`src/rtl/comparator_persist.sv`:
```
// comparator_persist: registered six-mode magnitude comparator with run-length persistence detect (COMPARATOR_PERSIST_SIGNED_EN selects signed LT/GT/LE/GE)
module comparator_persist #(
    parameter int DATA_WIDTH = 13,
    parameter int CNT_WIDTH  = 8
) (
    input  logic                  clk_i,
    input  logic                  rst_i,
    input  logic                  valid_i,
    input  logic [DATA_WIDTH-1:0] A_i,
    input  logic [DATA_WIDTH-1:0] B_i,
    input  logic [2:0]            mode_i,
    input  logic [CNT_WIDTH-1:0]  persist_i,
    input  logic                  clear_i,
    output logic                  valid_o,
    output logic                  cmp_o,
    output logic [CNT_WIDTH-1:0]  run_cnt_o,
    output logic                  hold_o,
    output logic                  hit_o
);
    typedef enum logic [1:0] {IDLE, COUNT, HOLD} state_t;
    state_t                 state;
    logic                   eq, lt, r;
    logic [CNT_WIDTH-1:0]   thr, cnt_nxt;
    // compare result, effective threshold and saturating next count
    always_comb begin
        eq = A_i == B_i;
`ifdef COMPARATOR_PERSIST_SIGNED_EN
        lt = $signed(A_i) < $signed(B_i);
`else
        lt = A_i < B_i;
`endif
        r = mode_i == 3'd0 ? eq :
            mode_i == 3'd1 ? !eq :
            mode_i == 3'd2 ? lt :
            mode_i == 3'd3 ? !lt && !eq :
            mode_i == 3'd4 ? lt || eq :
            mode_i == 3'd5 ? !lt : 1'b0;
        thr = persist_i == '0 ? CNT_WIDTH'(1) : persist_i;
        cnt_nxt = !r ? '0 : &run_cnt_o ? run_cnt_o : run_cnt_o + 1'b1;
    end
    // output registers, run counter and persistence state machine
    always_ff @(posedge clk_i) begin
        if (rst_i) begin
            valid_o   <= 1'b0;
            cmp_o     <= 1'b0;
            run_cnt_o <= '0;
            hit_o     <= 1'b0;
            state     <= IDLE;
        end else begin
            valid_o <= valid_i;
            hit_o   <= 1'b0;
            if (valid_i) cmp_o <= r;
            if (clear_i) begin
                run_cnt_o <= '0;
                state     <= IDLE;
            end else if (valid_i) begin
                run_cnt_o <= cnt_nxt;
                if (!r) state <= IDLE;
                else if (cnt_nxt < thr) state <= COUNT;
                else begin
                    state <= HOLD;
                    hit_o <= state != HOLD;
                end
            end
        end
    end
    assign hold_o = state == HOLD;
endmodule

```
`config.mk`:
```
export PLATFORM = sky130hd
export DESIGN_NAME = comparator_persist
export DESIGN_NICKNAME = d
export VERILOG_FILES = /design/src/rtl/comparator_persist.sv
export SDC_FILE = /design/constraint.sdc
export NUM_CORES = 1
export LEC_CHECK = 0
export ABC_AREA = 1
export ABC_CLOCK_PERIOD_IN_PS = 9600
export BUFFER_PORTS_ARGS = -buffer_cell sky130_fd_sc_hd__buf_2
export CAP_MARGIN = 20
export CORE_ASPECT_RATIO = 0.8
export CORE_MARGIN = 3
export CORE_UTILIZATION = 50
export DETAILED_ROUTE_END_ITERATION = 8
export GPL_TIMING_DRIVEN = 0
export PLACE_DENSITY = 0.83
export RECOVER_POWER = 50
export SYNTH_ARGS = -nofsm -noshare
export SYNTH_HDL_FRONTEND = slang
export SYNTH_SLANG_ARGS = --single-unit
export TNS_END_PERCENT = 30
```
`constraint.sdc`:
```
create_clock -name clk_i -period 9.6 [get_ports clk_i]
set_input_delay 2.4 -clock clk_i [delete_from_list [all_inputs] [get_ports clk_i]]
set_output_delay 2.4 -clock clk_i [all_outputs]
set_load 0.03 [all_outputs]
```
==> results by group, run 1 <==
Floorplan
  – I/O pins: 53
  – Standard-cell rows: 16
  – Die ar.: about 3300 sq um
  – Die Width: between 60 and 70 microns
  – Die Y: 52.2 microns
  – Core Region: about 2500 sq um
  – Initial core utilization: a little over half

Critical path
  – Peak per-stage delay on the critical path: 0.32 ns
  – WP buf/inv: 4
  – CP Cell Sequence: buf_2 -> inv_1 -> ha_1 -> nand2_1 -> nor2_2 -> inv_1 -> nor2_2 -> nand3_1 -> nand3_1 -> nand3_2 -> nor2_2 -> nand3_2 -> inv_1 -> a211oi_2 -> ha_1 -> nand2_1 -> nor2_1 -> a211oi_1 -> nand2_1 -> nand2_1 -> nand2_1
  – Crit path depth: 21
  – Crit path top cell by count: nand2_1
  – CP Launch Type: primary input
  – Worst-path maximum fanout: 8
  – CP max stage cell: ha_1
  – Critical path capture point type: flop
  – Kind of cell adding the most delay to the critical path: simple AND/OR/NAND/NOR gates
  – Worst Path Required: 9.77 ns
  – Arr. time, crit path: about 5 ns
  – Crit Path Class: in2reg
  – Reg2Reg Depth: 17

Timing
  – Worst slew margin: 71.2%
  – Period minus WS final: 4.91 ns
  – Final hold vios: 0
  – Hold_ws: 0.471 ns
  – Worst clock skew: 0.00417 ns
  – Worst Slack Setup Final: 4.69 ns
  – Final slew viol count: 0
  – Fin Setup TNS: 0 ns
  – Fmax: 204 MHz
  – Tightest Pin Transition: 0.428 ns
  – Setup violators final: 0
  – RSZ-0062 raised after global routing: false
  – Crit share post-route: 51.2%

Yosys
  – Sequential share of the synthesized area: 19.5%
  – Synth top area share: about 20%
  – Mapped Area: between 1000 and 1500 sq um
  – Avg Inst Size Synth: 6.41 sq um
  – Cells after Synth: 208
  – Ys Warns: 0
  – Post-synth top area cell: ha_1
  – Synth unique cells: 23
  – Yosys reg bits: 13
  – Syn Nets: 270
  – Area contributors post-synth: ha_1, dfxtp_1, inv_1, nand2_1, nor2_1

Route
  – Routed via count: 1441
  – Uppermost routed layer: met4
  – Routed WL: 3.02 mm
  – Drt drc: 0
  – Wire length on met2: approximately 1.3 mm
  – Wire length on met3: about 180 microns
  – DRT antenna net count: 0
  – Vias/cell: 4.80
  – Drt first pass iters: 4
  – Metal-1 WL: 1.55 mm
  – Routed length per instance: 10.1 microns
  – DRT iter0 DRCs: 73

Min path
  – Hold path depth: 2
  – Hold Crit Class: reg2reg

Power
  – NetSw: 0.0000415 W
  – Pwr Density: roughly 80 nW/um^2
  – Switching share of total power: 32.2%
  – P_int: 0.0000874 W
  – Combinational Power Share: 30.8%
  – Reg power frac: 42.8%
  – Clock network power share: around a quarter
  – VDD IR max: 51.2 uV
  – Lkg Pwr: 0.939 nW

CTS
  – Post-CTS resize count: 0
  – Root Driver: clkbuf_4
  – Clock slew at reported path FFs: about 0.080 ns
  – Clock H-tree levels: 1
  – TritonCTS Buffers: 3
  – Hold buffers post-CTS: 0
  – Post-CTS setup buffers: 0
  – Clk Latency, worst-skew pair: 0.27 ns
  – TritonCTS Sinks: 13
  – Clk buf depth: 2
  – TritonCTS clock tree: built

Layout
  – Final #Nets: 327
  – Multi-input logic area: a little under 900 sq um
  – Share of layout cells above drive strength 1: 21.2%
  – Area growth syn-to-layout: 23.7%
  – # fillers: roughly 260
  – Final Cell Area: approximately 1700 sq um
  – Reg area: approximately 260 sq um
  – Non-filler instance count after layout: 300
  – Ant. Diodes: 0

Placed design
  – IO buf count: 52
  – Final GP Congestion: 0.864
  – Placed cells: slightly below 300
  – Placed cell areas: about 1600 sq um
  – Post-DP HPWL: roughly 2.6 mm
  – Dpl ws: around 4.5 ns

Global route
  – Largest net degree at the start of global routing: 9
  – Total Routing Usage GR: 19.1%
  – Vias in the first global route: 1228
  – Grt ovf: 0
  – First-pass GRT wire length: approximately 5.2 mm
  – Antenna violations before repair: 0

Status
  – Status: finished, final reports clean

Run
  – Max-Cap Viols: 0
## path summary, 6_finish.rpt
check	start	slack (ns)	endpoint
worst max-delay path	B_i[12]	4.69	state[1]
worst min-delay path	state[1]	0.47	state[1]
worst max register to register	run_cnt_o[0]	6.89	state[1]
worst min register to register	state[1]	0.47	state[1]
## worst reg2reg max path, stage by stage, from the launching register on
cell and delay [ns]:
dfxtp_1 0.38, ha_1 0.19, nand4_1 0.12, nor2_1 0.17, inv_1 0.08, nor2_2 0.21
inv_1 0.09, nand3_1 0.09, xor2_1 0.14, nand2_1 0.11, inv_1 0.07, ha_1 0.24
a21oi_1 0.17, nor2_1 0.06, a211oi_1 0.24, nand2_1 0.10, nand2_1 0.08, nand2_1 0.06
## metrics by stage
stage | power, W | util (%)
final | 0.000129 | 66.0
after global routing | 0.000138 | 66.0
after CTS | 0.000130 | 66.6
after detailed placement | 0.0000962 | 65.5
after global placement | 0.0000954 | 65.5
after floorplan | 0.0000815 | -
## cell families (layout without fill, tap and decap cells)
| logic type | after synthesis | count (layout) | synth area share (%) |
|---|---|---|---|
| AO/OA/AOI/OAI | 21 | 21 | 10.4 |
| adder cells (fa/ha/maj) | 21 | 21 | 19.7 |
| buffers and inverters | 54 | 110 | 15.2 |
| flip-flops | 13 | 13 | 19.5 |
| XOR/XNOR | 3 | 3 | 1.97 |
| AND/OR/NAND/NOR | 96 | 96 | 33.2 |
## power groups by stage
stage               Combinational (W)  Sequential [W]   Clock, W
finish                      0.0000397       0.0000552  0.0000341
global route                0.0000458       0.0000553  0.0000366
CTS                         0.0000400       0.0000552  0.0000349
detailed placement          0.0000398       0.0000565          0
global placement            0.0000389       0.0000565          0
floorplan                   0.0000236       0.0000579          0
## final cells by class
cell class	instances	share of cell area, %
clock buffer	4	1.59
inverter	54	12.3
tap	36	2.73
multi-input combinational	141	52.8
timing repair buffer	52	14.9
sequential	13	15.8
## layer usage
metal | track usage [%] | up-vias
li1 | - | 775
met1 | 27.0 | 619
met2 | 31.0 | 45
met3 | 3.43 | 2
met4 | 2.87 | 0
met5 | 0 | -
## cells in the mapped netlist
cell and number:
a211oi_1 1, a211oi_2 2, a21oi_1 6, a41o_1 1, dfxtp_1 13, ha_1 21
inv_1 54, nand2_1 43, nand2_2 4, nand3_1 13, nand3_2 2, nand4_1 5
nor2_1 18, nor2_2 4, nor3_1 4, nor3b_2 1, nor4_1 1, nor4b_1 1
o21ai_0 5, o21ai_1 1, o22ai_1 3, o32ai_1 2, xor2_1 3
## state kept, by name (all words and copies together) (netlist names)
register and count:
cmp_o 1, hit_o 1, run_cnt_o 8, state 2, valid_o 1
## placed cells by master (no fill, tap or decap)
master / Yosys / routed
a211oi_1: 1 / 1
a211oi_2: 2 / 2
a21oi_1: 6 / 6
a41o_1: 1 / 1
buf_2: 0 / 40
clkbuf_1: 0 / 13
clkbuf_4: 0 / 3
dfxtp_1: 13 / 13
ha_1: 21 / 21
inv_1: 54 / 54
nand2_1: 43 / 43
nand2_2: 4 / 4
nand3_1: 13 / 13
nand3_2: 2 / 2
nand4_1: 5 / 5
nor2_1: 18 / 18
nor2_2: 4 / 4
nor3_1: 4 / 4
nor3b_2: 1 / 1
nor4_1: 1 / 1
nor4b_1: 1 / 1
o21ai_0: 5 / 5
o21ai_1: 1 / 1
o22ai_1: 3 / 3
o32ai_1: 2 / 2
xor2_1: 3 / 3
(Power assumes the default switching activity.)
==> inputs of run 2 (changes only) <==
--- a/config.mk
+++ b/config.mk
@@ -6,15 +6,15 @@
 export NUM_CORES = 1
 export LEC_CHECK = 0
 export ABC_AREA = 1
-export ABC_CLOCK_PERIOD_IN_PS = 9600
+export ABC_CLOCK_PERIOD_IN_PS = 3950
 export BUFFER_PORTS_ARGS = -buffer_cell sky130_fd_sc_hd__buf_2
 export CAP_MARGIN = 20
 export CORE_ASPECT_RATIO = 0.8
 export CORE_MARGIN = 3
-export CORE_UTILIZATION = 50
+export CORE_UTILIZATION = 44
 export DETAILED_ROUTE_END_ITERATION = 8
 export GPL_TIMING_DRIVEN = 0
-export PLACE_DENSITY = 0.83
+export PLACE_DENSITY = 0.77
 export RECOVER_POWER = 50
 export SYNTH_ARGS = -nofsm -noshare
 export SYNTH_HDL_FRONTEND = slang
==> constraint.sdc (replaced) <==
create_clock -name clk_i -period 3.95 [get_ports clk_i]
set_input_delay 0.9875 -clock clk_i [delete_from_list [all_inputs] [get_ports clk_i]]
set_output_delay 0.9875 -clock clk_i [all_outputs]
set_load 0.03 [all_outputs]
==> run 2 against run 1 <==
Power rose to 2.7 times the previous value. Non-clock buffer count unchanged. Sequential cell count unchanged. Critical endpoint unchanged.
==> results by group, run 2 (synthesis gave the netlist of run 1 again) <==
Status
  – Status: finished, final reports clean

Critical path
  – Reg2reg setup slack: 1.33 ns
  – Worst Path Required: 4.09 ns
  – Worst-path maximum fanout: 8
  – WP buf/inv: 4
  – Crit Path Class: in2reg
  – Reg2Reg Depth: 17
  – Crit path top cell by count: nand2_1
  – Critical path capture point type: flop
  – CP Cell Sequence: buf_2 -> inv_1 -> ha_1 -> nand2_1 -> nor2_2 -> inv_1 -> nor2_2 -> nand2_1 -> nand2_2 -> nand2_2 -> nand2_2 -> nand3_2 -> nor2_2 -> nand3_2 -> inv_1 -> a211oi_2 -> ha_1 -> nand2_1 -> nor2_1 -> a211oi_1 -> nand2_1 -> nand2_1 -> nand2_1
  – CP max stage cell: ha_1
  – CP Launch Type: primary input
  – Arr. time, crit path: 3.66 ns
  – Kind of cell adding the most delay to the critical path: simple AND/OR/NAND/NOR gates
  – Reg-to-reg startpoint: run_cnt_o[0]
  – FF-to-FF End: state[1]
  – Peak per-stage delay on the critical path: 0.33 ns
  – Crit path depth: 23

Timing
  – Setup violators final: 0
  – RSZ-0062 raised after global routing: false
  – Crit share post-route: between 80% and 90%
  – Worst slew margin: between 70% and 80%
  – Fmax: 284 MHz
  – Worst Slack Setup Final: 0.424 ns
  – Worst clock skew: 0.00162 ns
  – Final slew viol count: 0
  – Fin Setup TNS: 0 ns
  – Tightest Pin Transition: 0.386 ns
  – Period minus WS final: 3.53 ns
  – Final hold vios: 0

Route
  – DRT iter0 DRCs: between 60 and 70
  – Drt drc: 0
  – Routed WL: 3.05 mm
  – Routed length per instance: 10.1 microns
  – Vias/cell: 4.69
  – Drt first pass iters: 4
  – DRT antenna net count: 0
  – Routed via count: 1417

Global route
  – Vias in the first global route: 1210
  – Largest net degree at the start of global routing: 9
  – Total Routing Usage GR: 16.9%
  – First-pass GRT wire length: 5.11 mm
  – Antenna violations before repair: 0
  – Grt ovf: 0

Layout
  – Final #Nets: 327
  – Commonest non-fill, non-tap cells in the layout: inv_1, nand2_1, buf_2
  – Max FFs per register: 8
  – Reg area: 260 sq um
  – Final Cell Area: 1670 sq um
  – Multi-input logic area: 871 sq um
  – Biggest register: run_cnt_o
  – Ant. Diodes: 0
  – Regs by FF count: run_cnt_o x8, state x2
  – # fillers: approximately 280
  – Share of layout cells above drive strength 1: a little over a fifth
  – Area growth syn-to-layout: 25.3%
  – Post-layout util: 59.1%
  – Commonest non-fill, non-tap cell in the layout: inv_1

Floorplan
  – Die Y: roughly 55 microns
  – Initial core utilization: 47.1%
  – I/O pins: 53
  – Die Width: just under 70 microns
  – Standard-cell rows: 17
  – Die ar.: 3730 sq um
  – Core Region: approximately 2800 sq um

CTS
  – Post-CTS setup buffers: 0
  – Clock H-tree levels: 1
  – Hold buffers post-CTS: 0
  – Clk Latency, worst-skew pair: between 0.2 and 0.25 ns
  – TritonCTS Buffers: 3
  – Clock slew at reported path FFs: around 0.06 ns
  – Post-CTS resize count: 0
  – TritonCTS clock tree: built
  – TritonCTS Sinks: 13
  – Root Driver: clkbuf_8
  – Clk buf depth: 2

Min path
  – Hold EP: state[1]
  – Hold path depth: 2
  – Hold Crit Class: reg2reg
  – Worst hold start: state[1]

Power
  – VDD IR max: between 150 and 200 uV
  – Pwr Density: 211 nW/um^2
  – Lkg Pwr: 0.947 nW

Placed design
  – Final GP Congestion: around 0.90
  – Dpl ws: between 0.2 and 0.25 ns
  – IO buf count: 52
  – Post-DP HPWL: roughly 2.6 mm
  – Placed cell areas: 1640 sq um

Run
  – Max-Cap Viols: 0
run 2: where the power goes:
group / switching, W / internal (W)
registers: 0.00000120 / 0.000133
clock network: 0.0000497 / 0.0000713
logic: 0.0000564 / 0.0000402
run 2: area by class of cell:
type | instances | area share, %
Multi-Input combinational cell | 141 | 52.1
Sequential cell | 13 | 15.6
Timing Repair Buffer | 52 | 14.7
Inverter | 54 | 12.1
Tap cell | 38 | 2.84
Clock buffer | 4 | 2.69
run 2: routing by layer:
| metal | wire [microns] | vias to the layer above | global-route usage, % |
|---|---|---|---|
| li1 | - | 771 | - |
| met1 | 1600 | 602 | 25.2 |
| met2 | 1230 | 40 | 24.3 |
| met3 | 192 | 4 | 3.86 |
| met4 | 23 | 0 | 4.05 |
| met5 | 0 | - | 0 |
run 2: worst register-to-register path, stage by stage (launching register included):
cell and delay [ns]:
dfxtp_1 0.38, ha_1 0.22, nand4_1 0.13, nor2_1 0.14, inv_1 0.08, nor2_2 0.21, inv_1 0.08, nand3_1 0.08
xor2_1 0.14, nand2_1 0.10, inv_1 0.08, ha_1 0.24, a21oi_1 0.16, nor2_1 0.05, a211oi_1 0.22, nand2_1 0.08
nand2_1 0.08, nand2_1 0.05
run 2: worst max-delay path by stage:
stage / start / to / slack, ns
floorplan: B_i[12] / hit_o / 0.61
global placement: B_i[12] / state[1] / 0.21
detailed placement: B_i[12] / state[1] / 0.21
CTS: B_i[12] / state[1] / 0.46
global route: B_i[12] / state[1] / 0.08
finish: B_i[12] / state[1] / 0.42
run 2: stage by stage:
step	cells	power [W]	hold slack, ns
floorplan	208	0.000198	0.426
CTS	302	0.000355	0.452
finish	302	0.000352	0.456
detailed placement	298	0.000234	0.442
global route	302	0.000373	0.469
global placement	298	0.000232	0.442
